`src/rtl/sib_auth_pkg.sv`:
```
// Shared definitions for the secure-SIB challenge-response authenticator.
//
// Contents:
//   SibWidth   - default challenge/response width (matches the LFSR stage)
//   SibAuthKey - default secret XOR key
//   FailCntW   - width of the consecutive-failure counter
//   sib_state_e - controller state encoding
package sib_auth_pkg;

  localparam int unsigned SibWidth   = 32;
  localparam logic [31:0] SibAuthKey = 32'hA5C3_1E7D;
  localparam int unsigned FailCntW   = 4;

  typedef enum logic [2:0] {
    StIdle,
    StCapture,
    StShift,
    StCompare,
    StUnlocked,
    StLockout
  } sib_state_e;

endpackage

```
`src/rtl/sib_auth_shreg.sv`:
```
// Capture/shift register for the authenticator data register.
//
// Parallel-loads the challenge, then shifts right one bit per enabled cycle with the
// response entering at the MSB, so the challenge leaves LSB first on sdo_o. A bit
// counter saturates at WIDTH; over_o flags any shift made after the counter saturated,
// so an overlength shift can be told apart from an exact-length one.
//
// Ports:
//   clk_i       - clock, rising edge
//   rst_ni      - asynchronous active-low reset
//   load_i      - parallel load of load_data_i; clears counter and overflow flag
//   load_data_i - word to load
//   shift_i     - shift one bit (ignored while load_i is high)
//   sdi_i       - serial data in (enters at MSB)
//   sdo_o       - serial data out (current LSB)
//   data_o      - register contents
//   cnt_o       - number of bits shifted since load, saturating at WIDTH
//   over_o      - at least one bit was shifted beyond WIDTH
module sib_auth_shreg #(
  parameter int unsigned WIDTH = 32,
  parameter int unsigned CntW  = $clog2(WIDTH + 1)
) (
  input  logic             clk_i,
  input  logic             rst_ni,
  input  logic             load_i,
  input  logic [WIDTH-1:0] load_data_i,
  input  logic             shift_i,
  input  logic             sdi_i,
  output logic             sdo_o,
  output logic [WIDTH-1:0] data_o,
  output logic [CntW-1:0]  cnt_o,
  output logic             over_o
);

  logic [WIDTH-1:0] data_q, data_d;
  logic [CntW-1:0]  cnt_q, cnt_d;
  logic             over_q, over_d;

  always_comb begin
    data_d = data_q;
    cnt_d  = cnt_q;
    over_d = over_q;
    if (load_i) begin
      data_d = load_data_i;
      cnt_d  = '0;
      over_d = 1'b0;
    end else if (shift_i) begin
      data_d = {sdi_i, data_q[WIDTH-1:1]};
      if (cnt_q == CntW'(WIDTH)) begin
        over_d = 1'b1;
      end else begin
        cnt_d = cnt_q + CntW'(1);
      end
    end
  end

  always_ff @(posedge clk_i or negedge rst_ni) begin
    if (!rst_ni) begin
      data_q <= '0;
      cnt_q  <= '0;
      over_q <= 1'b0;
    end else begin
      data_q <= data_d;
      cnt_q  <= cnt_d;
      over_q <= over_d;
    end
  end

  assign sdo_o  = data_q[0];
  assign data_o = data_q;
  assign cnt_o  = cnt_q;
  assign over_o = over_q;

endmodule

```
`src/rtl/sib_auth_ctrl.sv`:
```
// Challenge-response gate for the secure segment-insertion bit on the IJTAG network.
//
// On capture-DR the current LFSR word is frozen as the challenge and shifted out on tdo
// while the tester shifts a response in on tdi. On update-DR the response is checked
// against challenge ^ AUTH_KEY; a match with exactly WIDTH shifted bits raises unlocked.
// MAX_FAIL consecutive failures lock the block out until reset.
//
// Optional feature (macro SIB_AUTH_TIMEOUT_EN): when defined, an unlock expires
// TIMEOUT cycles after it is granted. When undefined, unlocked persists until the next
// capture_en or reset.
//
// Ports:
//   clk          - TCK-domain clock, rising edge
//   reset_n      - asynchronous active-low reset
//   challenge_in - current LFSR word
//   capture_en   - capture-DR strobe
//   shift_en     - shift-DR qualifier, one bit per cycle
//   update_en    - update-DR strobe
//   tdi          - serial response in
//   tdo          - serial challenge out, LSB first; 0 outside the shift phase
//   unlocked     - access granted (drives the SIB select)
//   lockout      - sticky permanent lockout
//   fail_cnt     - consecutive failure count
module sib_auth_ctrl
  import sib_auth_pkg::*;
#(
  parameter int unsigned     WIDTH    = SibWidth,
  parameter logic [WIDTH-1:0] AUTH_KEY = WIDTH'(SibAuthKey),
  parameter int unsigned     MAX_FAIL = 3,
  parameter int unsigned     TIMEOUT  = 1024
) (
  input  logic                clk,
  input  logic                reset_n,
  input  logic [WIDTH-1:0]    challenge_in,
  input  logic                capture_en,
  input  logic                shift_en,
  input  logic                update_en,
  input  logic                tdi,
  output logic                tdo,
  output logic                unlocked,
  output logic                lockout,
  output logic [FailCntW-1:0] fail_cnt
);

  localparam int unsigned CntW = $clog2(WIDTH + 1);

  // Elaboration-time parameter range checks.
  if (MAX_FAIL < 1 || MAX_FAIL > 15) begin : g_bad_max_fail
    $error("sib_auth_ctrl: MAX_FAIL must be in 1..15");
  end
  if (TIMEOUT > 65535) begin : g_bad_timeout
    $error("sib_auth_ctrl: TIMEOUT must fit in 16 bits");
  end

  sib_state_e          state_q;
  logic [WIDTH-1:0]    chal_q;
  logic                unlocked_q;
  logic                lockout_q;
  logic [FailCntW-1:0] fail_cnt_q;
`ifdef SIB_AUTH_TIMEOUT_EN
  logic [15:0]         timer_q;
`endif

  logic                sreg_load;
  logic                sreg_shift;
  logic                sreg_sdo;
  logic [WIDTH-1:0]    sreg_data;
  logic [CntW-1:0]     bit_cnt;
  logic                bit_over;
  logic                resp_ok;
  logic [FailCntW-1:0] fail_cnt_inc;

  // capture_en and update_en both outrank shift_en, so a strobe cycle never shifts.
  always_comb begin
    sreg_load    = (state_q == StCapture);
    sreg_shift   = (state_q == StShift) && shift_en && !capture_en && !update_en;
    resp_ok      = (bit_cnt == CntW'(WIDTH)) && !bit_over &&
                   (sreg_data == (chal_q ^ AUTH_KEY));
    fail_cnt_inc = fail_cnt_q + FailCntW'(1);
  end

  sib_auth_shreg #(
    .WIDTH (WIDTH),
    .CntW  (CntW)
  ) u_shreg (
    .clk_i       (clk),
    .rst_ni      (reset_n),
    .load_i      (sreg_load),
    .load_data_i (challenge_in),
    .shift_i     (sreg_shift),
    .sdi_i       (tdi),
    .sdo_o       (sreg_sdo),
    .data_o      (sreg_data),
    .cnt_o       (bit_cnt),
    .over_o      (bit_over)
  );

  always_ff @(posedge clk or negedge reset_n) begin
    if (!reset_n) begin
      state_q    <= StIdle;
      chal_q     <= '0;
      unlocked_q <= 1'b0;
      lockout_q  <= 1'b0;
      fail_cnt_q <= '0;
`ifdef SIB_AUTH_TIMEOUT_EN
      timer_q    <= '0;
`endif
    end else begin
      case (state_q)
        StIdle: begin
          if (capture_en) begin
            state_q <= StCapture;
          end
        end
        StCapture: begin
          // The shift register loads the same word this cycle.
          chal_q  <= challenge_in;
          state_q <= StShift;
        end
        StShift: begin
          // A restart (capture_en) wins over update_en and counts as no attempt.
          if (capture_en) begin
            state_q <= StCapture;
          end else if (update_en) begin
            state_q <= StCompare;
          end
        end
        StCompare: begin
          if (resp_ok) begin
            unlocked_q <= 1'b1;
            fail_cnt_q <= '0;
            state_q    <= StUnlocked;
`ifdef SIB_AUTH_TIMEOUT_EN
            timer_q    <= 16'(TIMEOUT);
`endif
          end else begin
            fail_cnt_q <= fail_cnt_inc;
            if (fail_cnt_inc == FailCntW'(MAX_FAIL)) begin
              lockout_q <= 1'b1;
              state_q   <= StLockout;
            end else begin
              state_q <= StIdle;
            end
          end
        end
        StUnlocked: begin
          if (capture_en) begin
            unlocked_q <= 1'b0;
            state_q    <= StCapture;
          end
`ifdef SIB_AUTH_TIMEOUT_EN
          // Expire on the last counted cycle so unlocked stays high exactly TIMEOUT cycles.
          else if (timer_q <= 16'd1) begin
            unlocked_q <= 1'b0;
            state_q    <= StIdle;
          end else begin
            timer_q <= timer_q - 16'd1;
          end
`endif
        end
        StLockout: begin
          state_q <= StLockout;
        end
        default: begin
          state_q <= StIdle;
        end
      endcase
    end
  end

  assign tdo      = (state_q == StShift) ? sreg_sdo : 1'b0;
  assign unlocked = unlocked_q;
  assign lockout  = lockout_q;
  assign fail_cnt = fail_cnt_q;

endmodule
```
`config.mk`:
```
export PLATFORM = sky130hd
export DESIGN_NAME = sib_auth_ctrl
export DESIGN_NICKNAME = d
export VERILOG_FILES = /design/src/rtl/sib_auth_pkg.sv /design/src/rtl/sib_auth_shreg.sv /design/src/rtl/sib_auth_ctrl.sv
export SDC_FILE = /design/constraint.sdc
export NUM_CORES = 1
export LEC_CHECK = 0
export ABC_AREA = 1
export CAP_MARGIN = 20
export CORE_MARGIN = 2
export CORE_UTILIZATION = 60
export CTS_CLUSTER_DIAMETER = 40
export DETAILED_ROUTE_END_ITERATION = 12
export PLACE_DENSITY = 0.84
export SETUP_SLACK_MARGIN = 0.4
export SYNTH_ARGS = -nofsm -noshare
export SYNTH_HDL_FRONTEND = slang
export SYNTH_SLANG_ARGS = --single-unit
```
`constraint.sdc`:
```
create_clock -name clk -period 3.2 [get_ports clk]
set_clock_uncertainty 0.15 [all_clocks]
set_input_delay 0.64 -clock clk [delete_from_list [all_inputs] [get_ports clk]]
set_output_delay 0.64 -clock clk [all_outputs]
set_load 0.02 [all_outputs]
```
# Yosys cells after proc, flatten, opt, wreduce, memory -nomap -nowiden
# Cells that the tools add are included.
word_totals:
  ff_bits: 80
  wordCells: 62
  output_inout_bits: 7
  in_bits: 38
classes:
  add_sub_neg: 2
  eq_ne: 13
  n_mux: 19
  bitwise: 2
  n_reduce_logical: 18
ops:
  columns: ["cell", "count"]
  rows:
  - ["$mux W32", 2]
  - ["$eq A32 B32 Y1", 1]
  - ["$mux W6", 3]
  - ["$not A18 Y18", 1]
  - ["$mux W3", 5]
  - ["$pmux W3 S5", 1]
  - ["$add A6 B1 Y6 const B", 1]
  - ["$eq A3 B2 Y1 const B", 2]
  - ["$eq A3 B3 Y1 const B", 2]
  - ["$eq A6 B6 Y1 const B", 1]
  - ["$mux W1", 6]
  - ["$ne A2 B2 Y1 const B", 3]
  - ["$reduce_and A2 Y1", 3]
  - ["$reduce_and A3 Y1", 2]
  - ["$reduce_bool A2 Y1", 3]
  - ["$logic_and A1 B1 Y1", 5]
  - ["$add A4 B1 Y4 const B", 1]
  - ["$eq A4 B2 Y1 const B", 1]
  - ["$mux W4", 1]
  - ["$eq A3 B1 Y1 const B", 1]
  - ["$logic_not A1 Y1", 3]
  - ["$logic_not A3 Y1", 1]
  - ["$ne A3 B3 Y1 const B", 1]
  - ["$ne A2 B1 Y1 const B", 1]
  - ["3 further kinds", 3]

# Depth between registers and ports, before layout
# Gate-level depths: netlist (run 1).
logic_depth:
  depth_word: 6
  ltp_mapped: 11
  ltp_nobuf: 11

# Hierarchy
# A second synthesis (run 1) with hierarchy kept.
hier_totals:
  cells_unflattened: 603
  hier_area_um2: 4584.4
by_module_without_submodules:
  columns: ["module", "area_per_inst_um2", "instances", "cells_each", "seq_area_each_um2"]
  rows:
  - ["sib_auth_ctrl", 2516.2, 1, 400, 1026.0]
  - ["sib_auth_shreg", 2068.2, 1, 203, 975.9]

# Worst setup path after synthesis (run 1)
# No wires, ideal clock.
synth_path:
  path_kind: "register -> output"
  from: "register state_q[2]"
  to: "output tdo"
  slack_ns: 1.250
  stages_incl_launch_ff: 2
  n_path_buf: 0
  required_ns: 2.410
  arrival_time_ns: 1.160
  cell_sequence: "dfrtp_1 nor4_1"
synth_between:
  elab_chain_cells: 2
synth_lines:
  columns: ["element", "line", "source"]
  rows:
  - ["start, declared", "sib_auth_ctrl.sv:55", "sib_state_e state_q;"]
  - ["start signal, assigned", "sib_auth_ctrl.sv:100", "state_q <= StIdle;"]
  - ["start signal, assigned", "sib_auth_ctrl.sv:112", "state_q <= StCapture;"]
  - ["start signal, assigned", "sib_auth_ctrl.sv:118", "state_q <= StShift;"]
  - ["$eq A3 B2 Y1", "sib_auth_ctrl.sv:171", "assign tdo = (state_q == StShift) ? sreg_sdo : 1'b0;"]
  - ["$mux W1", "sib_auth_ctrl.sv:171", null]
  - ["end, declared", "sib_auth_ctrl.sv:39", "output logic tdo,"]
# Every way passes these cells.

# Worst setup path after layout (run 1)
# Ends and elaborated chain as after synthesis.

==> insert_results.sql, run 1 <==
INSERT INTO impl_metrics (metric_group, metric, value, unit) VALUES
('die', 'design.core.area', '6420', 'sq um'),
('timing', 'hold_slack', '0.0198', 'ns'),
('timing', 'final_min_period_over_clock_period', '80.5', '%'),
('routing', 'total_via_count_in_the_routed_design', '3241', ''),
('worst_setup_path', 'r2r_slack', '0.94', 'ns'),
('worst_setup_path', 'top_cell_family_by_delay_on_the_critical_path', 'buffers and inverters', ''),
('timing', 'timing.max_slew.rel_slack', '63.7', '%'),
('cts', 'clk_latency', '0.35', 'ns'),
('routing', 'antenna_left', '0', ''),
('die', 'die_y', '86.2', 'um'),
('die', 'design.die.area', '7430', 'sq um'),
('logic_synthesis', 'synthesis.instances', '472', ''),
('timing', 'unrepaired_setup_endpoints_after_global_routing', 'false', ''),
('logic_synthesis', 'dominant_synthesized_flop_cell', 'dfrtp_1', ''),
('global_route', 'antenna_violations_before_repair', '0', ''),
('routing', 'initialDrtViolationCount', '224', ''),
('layout', 'final_net_count', '556', ''),
('logic_synthesis', 'average_cell_area_after_synthesis', '8.58', 'sq um'),
('layout', 'drive_gt1_share', '10.2', '%'),
('job', 'drv.max_cap_violation_count', '0', ''),
('routing', 'wire_per_inst', '14.3', 'um'),
('power', 'leakage', '2.28', 'nW'),
('worst_setup_path', 'ff2ff_path_depth', '8', ''),
('layout', 'layoutNonFillerInstCount', '596', ''),
('place', 'detailed_place_hpwl', '5790', 'um'),
('power', 'design_power_total', '0.00457', 'W'),
('worst_setup_path', 'path_max_fanout', '7', ''),
('worst_setup_path', 'rr_endpoint', 'u_shreg.cnt_o[3]', ''),
('worst_setup_path', 'start_kind', 'flop', ''),
('logic_synthesis', 'synth.top_cells.by_area', 'dfrtp_1, nand2_1, inv_1', ''),
('logic_synthesis', 'synth_warnings', '0', ''),
('die', 'die_x', '86.2', 'um'),
('place', 'dp.cells', '579', ''),
('timing', 'finalCriticalPeriod', '2.58', 'ns'),
('timing', 'setup_tns', '0', 'ns'),
('timing', 'timing.final.max_slew_violations', '0', ''),
('layout', 'layout.core_utilization', '73.1', '%'),
('die', 'floorplan.initialDensity', '63.1', '%'),
('cts', 'cts.hold.buffers_added', '0', ''),
('run_status', 'outcome', 'completed', ''),
('routing', 'first_pass_iters', '5', ''),
('logic_synthesis', 'netlist.area_leader.share', '49.4', '%'),
('logic_synthesis', 'synthDominantAreaCellType', 'dfrtp_1', ''),
('logic_synthesis', 'synth.cells.most_frequent', 'nand2_1, dfrtp_1, inv_1, nor2_1, nand3_1', ''),
('timing', 'final_hold_viol_count', '0', ''),
('timing', 'worstMarginPinSlew', '0.544', 'ns'),
('cts', 'cts.repair.resized', '0', ''),
('logic_synthesis', 'synth_unique_cells', '39', ''),
('cts', 'clkSinkCount', '80', ''),
('logic_synthesis', 'count_of_flip_flops_with_a_built_in_enable_after_synthesis', '0', ''),
('worst_setup_path', 'crit_slowest_cell', 'clkdlybuf4s50_1', ''),
('worst_setup_path', 'worst-path-buf-inv', '1', ''),
('worst_setup_path', 'critical_path.reg2reg.startpoint', 'state_q[0]', ''),
('layout', 'multiInputGateArea', '1690', 'sq um'),
('cts', 'clk_path_buf_depth', '2', ''),
('worst_setup_path', 'critPathCaptureType', 'primary output', ''),
('die', 'std_cell_rows', '29', ''),
('logic_synthesis', 'synth.most_common_cell', 'nand2_1', ''),
('logic_synthesis', 'proportion_of_synthesized_flip_flops_having_asynchronous_set_or_reset', '100', '%'),
('routing', 'detail_routed_via_count_per_cell', '5.44', ''),
('layout', 'seq_area', '2000', 'sq um'),
('worst_setup_path', 'critical-path-max-stage-delay', '0.66', 'ns'),
('power', 'vdd.ir_drop.worst', '0.000516', 'V'),
('place', 'placement.io_buffers', '44', ''),
('layout', 'fill_cells', '498', ''),
('logic_synthesis', 'synth.net_count', '514', ''),
('hold_path', 'min-delay-path-class', 'input pin to asynchronous set/reset pin', ''),
('cts', 'clock-root-buffer', 'clkbuf_8', ''),
('worst_setup_path', 'endpoint_required_time_on_the_critical_path', '2.41', 'ns'),
('power', 'power-per-cell-area', '973', 'nW/um^2'),
('cts', 'tritoncts', 'built', '');
-- worst reg2reg max path, stage by stage (launching register included) --
cell     delay [ns]
dfrtp_1        0.47
inv_1          0.08
nor2_2         0.15
nand2_4        0.33
inv_4          0.53
a21oi_2        0.14
inv_2          0.15
nand4_1        0.09
o21ai_1        0.10
-- cells in the final DEF, fill, tap and decap left out, types with 3 or more instances in the layout --
cell,Yosys,routed
inv_2,3,3
nor2_1,41,41
clkbuf_8,0,11
nand2_1,141,141
ha_1,4,4
dfrtp_1,80,80
o211ai_1,9,9
o221ai_2,8,8
nand3_1,37,37
o21ai_0,20,20
clkdlybuf4s50_1,0,43
xnor2_1,4,4
inv_1,56,56
a21oi_1,6,6
nor2_2,3,3
o211ai_2,11,11
nand4_1,5,5
o21ai_1,4,4
xor2_1,7,7
-- logic make-up after synthesis --
family | synth area share [%]
xor gates and xnor gates | 2.38
AOI/OAI and AO/OA | 13.0
DFF | 49.4
buffers and inverters | 8.86
adders and majority gates | 1.24
and+or+nand+nor | 25.1
-- sequential cells by signal, indices dropped and copies added, names as in the netlist --
register and cells:
chal_q 32, fail_cnt 4, lockout 1, state_q 3, u_shreg.cnt_o 6, u_shreg.data_o 32, u_shreg.over_o 1, unlocked 1
-- metrics by stage --
| step | area [sq um] | setup WS (ns) |
|---|---|---|
| final | 4700 | 0.623 |
| after global routing | 4700 | 0.597 |
| after CTS | 4670 | 0.629 |
| after detailed placement | 4460 | 0.788 |
| after global placement | 4460 | 0.859 |
| after floorplan | 4050 | 1.25 |
-- where the power goes --
group | switching [W] | total [W] | internal [W]
registers | 0.000359 | 0.00184 | 0.00148
logic | 0.00123 | 0.00196 | 0.000731
clock network | 0.000364 | 0.000764 | 0.000400
-- cell type report --
type / count / share of cell area [%]
multi-input combinational: 317 / 36.0
clock buffer: 11 / 3.22
tap: 77 / 2.05
timing repair buffer: 46 / 10.1
sequential: 80 / 42.6
clock inverter: 5 / 1.17
inverter: 60 / 4.85
-- layer usage --
metal | vias to the layer above | GRT usage, % | wire length (um)
li1 | 1607 | - | -
met1 | 1543 | 33.0 | 3940
met2 | 72 | 42.4 | 4140
met3 | 19 | 4.57 | 287
met4 | 0 | 8.95 | 136
met5 | - | 0 | 0
-- worst max-delay path by stage --
stage / to / cells after the start
CTS: tdo / 2
finish: tdo / 2
floorplan: tdo / 1
detailed placement: u_shreg.data_o[14] / 8
global route: tdo / 2
global placement: u_shreg.data_o[14] / 8
No activity file was read; power rests on OpenSTA's default activity.
==> run 2, diff against run 1 <==
CORE_UTILIZATION = 56   (was 60)
PLACE_DENSITY = 0.79   (was 0.84)
clock period = 2.7 ns   (was 3.2 ns; I/O delays follow)
==> run 2 against run 1 <==
- die area up 6.8%
- first-iteration DRC count decreased by 20%
- non-clock buffer count rose by 3
- via count is 0.15% higher
- worst setup slack got worse by 0.039 ns
- sequential cell count unchanged
- core utilization down 6.5 points
- final area rose by 1.2%
- clock power up 24%
- total power rose by 19%
- sequential share of layout area fell by 0.49 points
- critical path depth unchanged
- largest cell class unchanged
==> insert_results.sql, run 2 (synthesis results as in run 1) <==
INSERT INTO impl_metrics (metric_group, metric, value, unit) VALUES
('routing', 'total_via_count_in_the_routed_design', '3246', ''),
('worst_setup_path', 'critPathCaptureType', 'primary output', ''),
('cts', 'tritoncts', 'built', ''),
('worst_setup_path', 'worst-endpoint-arrival', '1.43', 'ns'),
('cts', 'clk_latency', '0.35', 'ns'),
('power', 'power-per-cell-area', '1140', 'nW/um^2'),
('worst_setup_path', 'path_max_fanout', '6', ''),
('cts', 'cts_max_level', '3', ''),
('routing', 'drt_wl_total', '8340', 'um'),
('global_route', 'globalRoute.totalOverflow', '0', ''),
('die', 'io_pins', '45', ''),
('routing', 'wire_per_inst', '13.4', 'um'),
('worst_setup_path', 'critical-path-max-stage-delay', '0.45', 'ns'),
('layout', 'flow.area_growth_from_synthesis', '17.3', '%'),
('hold_path', 'whs_endpoint', 'lockout', ''),
('worst_setup_path', 'timing.critical_path.cells', 'nor4_1, dlygate4sd2_1', ''),
('layout', 'layout.core_utilization', '66.6', '%'),
('global_route', 'grt_use_total', '22.9', '%'),
('worst_setup_path', 'crit_slowest_cell', 'dfrtp_1', ''),
('cts', 'cts.reportedPaths.clkPinSlew', '0.08', 'ns'),
('layout', 'diodes', '0', ''),
('timing', 'timing.max_slew.rel_slack', '66.9', '%'),
('die', 'floorplan.initialDensity', '56.8', '%'),
('die', 'design.die.area', '7930', 'sq um'),
('cts', 'clkSinkCount', '80', ''),
('layout', 'drive_gt1_share', '10.3', '%'),
('place', 'placement.io_buffers', '44', ''),
('place', 'gpl.final_weighted_congestion', '0.796', ''),
('cts', 'clk_path_buf_depth', '2', ''),
('power', 'leakage', '2.31', 'nW'),
('routing', 'drt_drc_violations_left', '0', ''),
('timing', 'hold_slack', '0.327', 'ns'),
('timing', 'timing.final.max_slew_violations', '0', ''),
('worst_setup_path', 'endpoint_required_time_on_the_critical_path', '2.01', 'ns'),
('power', 'vdd.ir_drop.worst', '0.000644', 'V'),
('layout', 'layout_common_cells', 'nand2_1, dfrtp_1, inv_1', ''),
('routing', 'detail_routed_via_count_per_cell', '5.23', ''),
('worst_setup_path', 'path_class', 'flop to primary output', ''),
('worst_setup_path', 'start_kind', 'flop', ''),
('timing', 'worstMarginPinSlew', '0.497', 'ns'),
('die', 'die_y', '89.1', 'um'),
('hold_path', 'min_delay_path_depth', '2', ''),
('timing', 'final_min_period_over_clock_period', '78.4', '%'),
('place', 'detailed_place_hpwl', '5670', 'um'),
('worst_setup_path', 'rr_endpoint', 'u_shreg.cnt_o[3]', ''),
('hold_path', 'holdCritStartpoint', 'lockout', ''),
('worst_setup_path', 'top_cell_family_by_delay_on_the_critical_path', 'flip-flops', ''),
('power', 'design_power_total', '0.00543', 'W'),
('worst_setup_path', 'ff2ff_path_depth', '8', ''),
('routing', 'antenna_left', '0', ''),
('worst_setup_path', 'worst-path-buf-inv', '1', ''),
('layout', 'final_net_count', '559', ''),
('place', 'placement.cell_area', '4520', 'sq um'),
('cts', 'clock-root-buffer', 'clkbuf_8', ''),
('job', 'drv.max_cap_violation_count', '0', ''),
('timing', 'unrepaired_setup_endpoints_after_global_routing', 'false', ''),
('die', 'die_x', '89.1', 'um'),
('global_route', 'antenna_violations_before_repair', '0', ''),
('worst_setup_path', 'r2r_slack', '0.71', 'ns'),
('global_route', 'grt_start_max_net_pins', '53', ''),
('run_status', 'outcome', 'completed', ''),
('cts', 'postCtsSetupBuffers', '0', ''),
('timing', 'final_hold_viol_count', '0', ''),
('global_route', 'first_global_vias', '3088', ''),
('hold_path', 'min-delay-path-class', 'flop to flop', ''),
('timing', 'fmax', '472', 'MHz'),
('layout', 'final_cell_area', '4750', 'sq um'),
('routing', 'first_pass_iters', '4', ''),
('routing', 'initialDrtViolationCount', '179', ''),
('die', 'design.core.area', '7140', 'sq um'),
('die', 'std_cell_rows', '31', ''),
('timing', 'finalCriticalPeriod', '2.12', 'ns'),
('cts', 'cts_buffer_count', '9', ''),
('timing', 'finalSetupViolations', '0', ''),
('global_route', 'grt_pass1_wl', '13900', 'um'),
('layout', 'mostFrequentLayoutCell', 'nand2_1', ''),
('worst_setup_path', 'critical_path.reg2reg.startpoint', 'state_q[0]', ''),
('timing', 'setup_tns', '0', 'ns');
==> run 2: area by class of cell <==
cell class	count	area (sq um)
clock buffers	14	183
clock inverters	2	35.0
fillers	595	2390
inverters	60	228
multi-input cells	317	1690
flip-flops and latches	80	2000
well taps	99	124
repair buffers	49	489
==> run 2: per-layer routing <==
metal	vias to the layer above	wire length, um	GRT usage (%)
li1	1618	-	-
met1	1552	3930	29.9
met2	64	3910	37.9
met3	12	335	3.60
met4	0	158	10.3
met5	-	0	0
==> run 2: worst max-delay path by stage <==
stage | start | end | slack [ns] | cells past startpoint
final | state_q[0] | tdo | 0.58 | 2
after detailed placement | capture_en | u_shreg.data_o[14] | 0.34 | 8
after global placement | capture_en | u_shreg.data_o[14] | 0.43 | 8
after floorplan | state_q[2] | tdo | 0.85 | 1
after CTS | state_q[2] | tdo | 0.56 | 2
after global routing | state_q[0] | u_shreg.cnt_o[3] | 0.51 | 8
==> run 2: worst register-to-register path, stage by stage (launching register included) <==
cell and delay [ns]:
dfrtp_1 0.46, inv_1 0.08, nor2_2 0.14, nand2_4 0.16
inv_4 0.40, a21oi_2 0.16, inv_2 0.15, nand4_1 0.11
o21ai_1 0.11
==> run 2: where the power goes <==
part | internal (W) | total [W] | leakage, nW | switching, W
Clock | 0.000528 | 0.000949 | 0.113 | 0.000421
Sequential | 0.00176 | 0.00217 | 0.998 | 0.000413
Combinational | 0.000874 | 0.00231 | 1.19 | 0.00144
Total | 0.00316 | 0.00543 | 2.31 | 0.00227
==> run 2: metrics by stage <==
step                      setup WS, ns  std cells
after detailed placement         0.340        604
after global placement           0.435        604
after global routing             0.512        621
final                            0.584        621
after CTS                        0.556        621
after floorplan                  0.850        472
==> run 2: repair_timing <==
item | 4_1_cts | 5_1_grt
endpoints found under the setup margin | 1 | 0
hold endpoints to repair | 31 | 0
resized for setup | 1 | 0
hold buffers | 1 | 0
==> run 3, diff against run 2 <==
clock period = 2.15 ns   (was 2.7 ns; I/O delays follow)
==> run 3 against run 2 <==
- routed wire length increased by 22%
- largest cell class unchanged
- critical path type unchanged
- non-clock buffer count increased by 22
- die area unchanged
- core utilization increased by 6.5 points
- clock power increased by 16%
- sequential cell count unchanged
- first-iteration DRC count increased by 56%
==> insert_results.sql, run 3 (synthesis results as in run 1) <==
INSERT INTO impl_metrics (metric_group, metric, value, unit) VALUES
('cts', 'tritoncts', 'built', ''),
('power', 'power.share.sequential', '36.8', '%'),
('worst_setup_path', 'crit_slowest_cell', 'dfrtp_1', ''),
('routing', 'initialDrtViolationCount', '280', ''),
('routing', 'drt_wl_total', '10200', 'um'),
('layout', 'layout_common_cells', 'nand2_1, dfrtp_1, inv_1', ''),
('die', 'io_pins', '45', ''),
('power', 'comb_power_share', '48.6', '%'),
('global_route', 'grt_use_total', '24.4', '%'),
('job', 'drv.max_cap_violation_count', '0', ''),
('place', 'preCtsSetupSlack', '0.0823', 'ns'),
('die', 'design.core.area', '7140', 'sq um'),
('timing', 'finalCriticalPeriod', '1.87', 'ns'),
('worst_setup_path', 'path_class', 'flop to primary output', ''),
('cts', 'clock-root-buffer', 'clkbuf_8', ''),
('place', 'placement.io_buffers', '44', ''),
('worst_setup_path', 'ff2ff_path_depth', '8', ''),
('power', 'p_switching', '0.00339', 'W'),
('cts', 'cts_buffer_count', '9', ''),
('timing', 'setup_tns', '0', 'ns'),
('cts', 'cts.reportedPaths.clkPinSlew', '0.09', 'ns'),
('routing', 'total_via_count_in_the_routed_design', '3533', ''),
('cts', 'clk_path_buf_depth', '2', ''),
('die', 'std_cell_rows', '31', ''),
('worst_setup_path', 'worst-endpoint-arrival', '1.29', 'ns'),
('layout', 'fill_cells', '507', ''),
('routing', 'detail_routed_via_count_per_cell', '5.47', ''),
('layout', 'diodes', '0', ''),
('global_route', 'globalRoute.totalOverflow', '0', ''),
('cts', 'clk_latency', '0.36', 'ns'),
('worst_setup_path', 'critPathCaptureType', 'primary output', ''),
('timing', 'unrepaired_setup_endpoints_after_global_routing', 'true', ''),
('timing', 'timing.final.max_slew_violations', '0', ''),
('power', 'internal_power', '0.00417', 'W'),
('power', 'leakage', '2.47', 'nW'),
('die', 'design.die.area', '7930', 'sq um'),
('worst_setup_path', 'path_max_fanout', '4', ''),
('global_route', 'antenna_violations_before_repair', '0', ''),
('layout', 'final_net_count', '584', ''),
('worst_setup_path', 'timing.critical_path.cells', 'inv_4, nor4_4, buf_4', ''),
('global_route', 'grt_start_max_net_pins', '46', ''),
('routing', 'drt_drc_violations_left', '0', ''),
('worst_setup_path', 'endpoint_required_time_on_the_critical_path', '1.57', 'ns'),
('worst_setup_path', 'worst-path-buf-inv', '2', ''),
('timing', 'finalSetupViolations', '0', ''),
('layout', 'drive_gt1_share', '20.7', '%'),
('die', 'die_x', '89.1', 'um'),
('hold_path', 'holdCritStartpoint', 'lockout', ''),
('power', 'pwr-share-clk', '14.6', '%'),
('die', 'die_y', '89.1', 'um'),
('power', 'switching_power_share_of_the_total', '44.8', '%'),
('timing', 'fmax', '536', 'MHz'),
('run_status', 'outcome', 'completed', ''),
('global_route', 'first_global_vias', '3271', ''),
('layout', 'flow.area_growth_from_synthesis', '28.7', '%'),
('place', 'gpl.final_weighted_congestion', '0.790', ''),
('timing', 'timing.max_slew.rel_slack', '60.7', '%'),
('routing', 'wire_per_inst', '15.8', 'um'),
('timing', 'worstMarginPinSlew', '0.589', 'ns'),
('hold_path', 'min_delay_path_depth', '2', ''),
('routing', 'antenna_left', '0', ''),
('timing', 'final_hold_viol_count', '0', ''),
('cts', 'cts_max_level', '3', ''),
('power', 'power-per-cell-area', '1450', 'nW/um^2'),
('worst_setup_path', 'critical-path-max-stage-delay', '0.42', 'ns'),
('layout', 'mostFrequentLayoutCell', 'nand2_1', ''),
('power', 'vdd.ir_drop.worst', '0.000685', 'V'),
('worst_setup_path', 'rr_endpoint', 'u_shreg.data_o[12]', ''),
('die', 'floorplan.initialDensity', '56.8', '%'),
('cts', 'clkSinkCount', '80', ''),
('worst_setup_path', 'critical_path.reg2reg.startpoint', 'state_q[2]', ''),
('timing', 'final.setup.worst_slack', '0.283', 'ns'),
('hold_path', 'min-delay-path-class', 'flop to flop', ''),
('worst_setup_path', 'start_kind', 'flop', ''),
('hold_path', 'whs_endpoint', 'lockout', ''),
('place', 'detailed_place_hpwl', '6190', 'um'),
('worst_setup_path', 'r2r_slack', '0.31', 'ns'),
('global_route', 'grt_pass1_wl', '14900', 'um'),
('routing', 'first_pass_iters', '5', ''),
('worst_setup_path', 'top_cell_family_by_delay_on_the_critical_path', 'flip-flops', ''),
('timing', 'final_min_period_over_clock_period', '86.8', '%');
[run 3: stage by stage]
stage | hold slack, ns | area, sq um | std cells | util (%) | total power (W)
5_1_grt | 0.330 | 5210 | 646 | 73.0 | 0.00807
3_3_place_gp | 0.299 | 4580 | 611 | 64.1 | 0.00560
4_1_cts | 0.321 | 4870 | 634 | 68.3 | 0.00697
6_report | 0.332 | 5210 | 646 | 73.0 | 0.00756
3_5_place_dp | 0.302 | 4580 | 611 | 64.1 | 0.00576
2_1_floorplan | -0.0156 | 4050 | 472 | - | 0.00504
[run 3: layer usage]
metal  GRT usage (%)  share of wire [%]  vias up
li1                -                  -     1674
met1            33.2                 44     1707
met2            39.1                 49      121
met3            4.25                5.2       31
met4            10.0                2.3        0
met5               0                  0        -
[run 3: area by class of cell]
class | count | area (sq um) | share of cell area, %
flip-flops and latches | 80 | 2000 | 38.5
multi-input cells | 320 | 1950 | 37.5
repair buffers | 71 | 697 | 13.4
inverters | 60 | 246 | 4.73
clock buffers | 10 | 128 | 2.45
well taps | 99 | 124 | 2.38
clock inverters | 6 | 60.1 | 1.15
[run 3: power by group through the flow]
stage | Sequential (W) | Combinational, W | Clock (W)
floorplan | 0.00266 | 0.00237 | 0
global placement | 0.00270 | 0.00290 | 0
detailed placement | 0.00273 | 0.00303 | 0
CTS | 0.00270 | 0.00318 | 0.00109
global route | 0.00285 | 0.00406 | 0.00115
finish | 0.00278 | 0.00367 | 0.00110
[run 3: what timing repair did]
action | 4_1_cts | 5_1_grt
cloned | 1 | 2
hold buffers | 1 | 0
setup buffers | 5 | 10
pin swaps | 5 | 6
gates resized for setup | 26 | 56
hold endpoints to repair | 43 | 0
setup endpoints to repair | 71 | 56
[run 3: how the worst max path moves through the flow]
stage                     startpoint                 end  cells after the start
after floorplan           state_q[2]                 tdo                      1
after global placement    capture_en  u_shreg.data_o[12]                      8
after detailed placement  capture_en  u_shreg.data_o[12]                      8
after CTS                 state_q[0]                 tdo                      2
after global routing      state_q[1]                 tdo                      3
final                     state_q[1]                 tdo                      3
[run 3: worst min-delay path, delay by kind of cell, from the launching register on]
family / cells / cell delay [ns]
buf+inv: 1 / 0.04
flops: 1 / 0.36
simple gates: 1 / 0.05
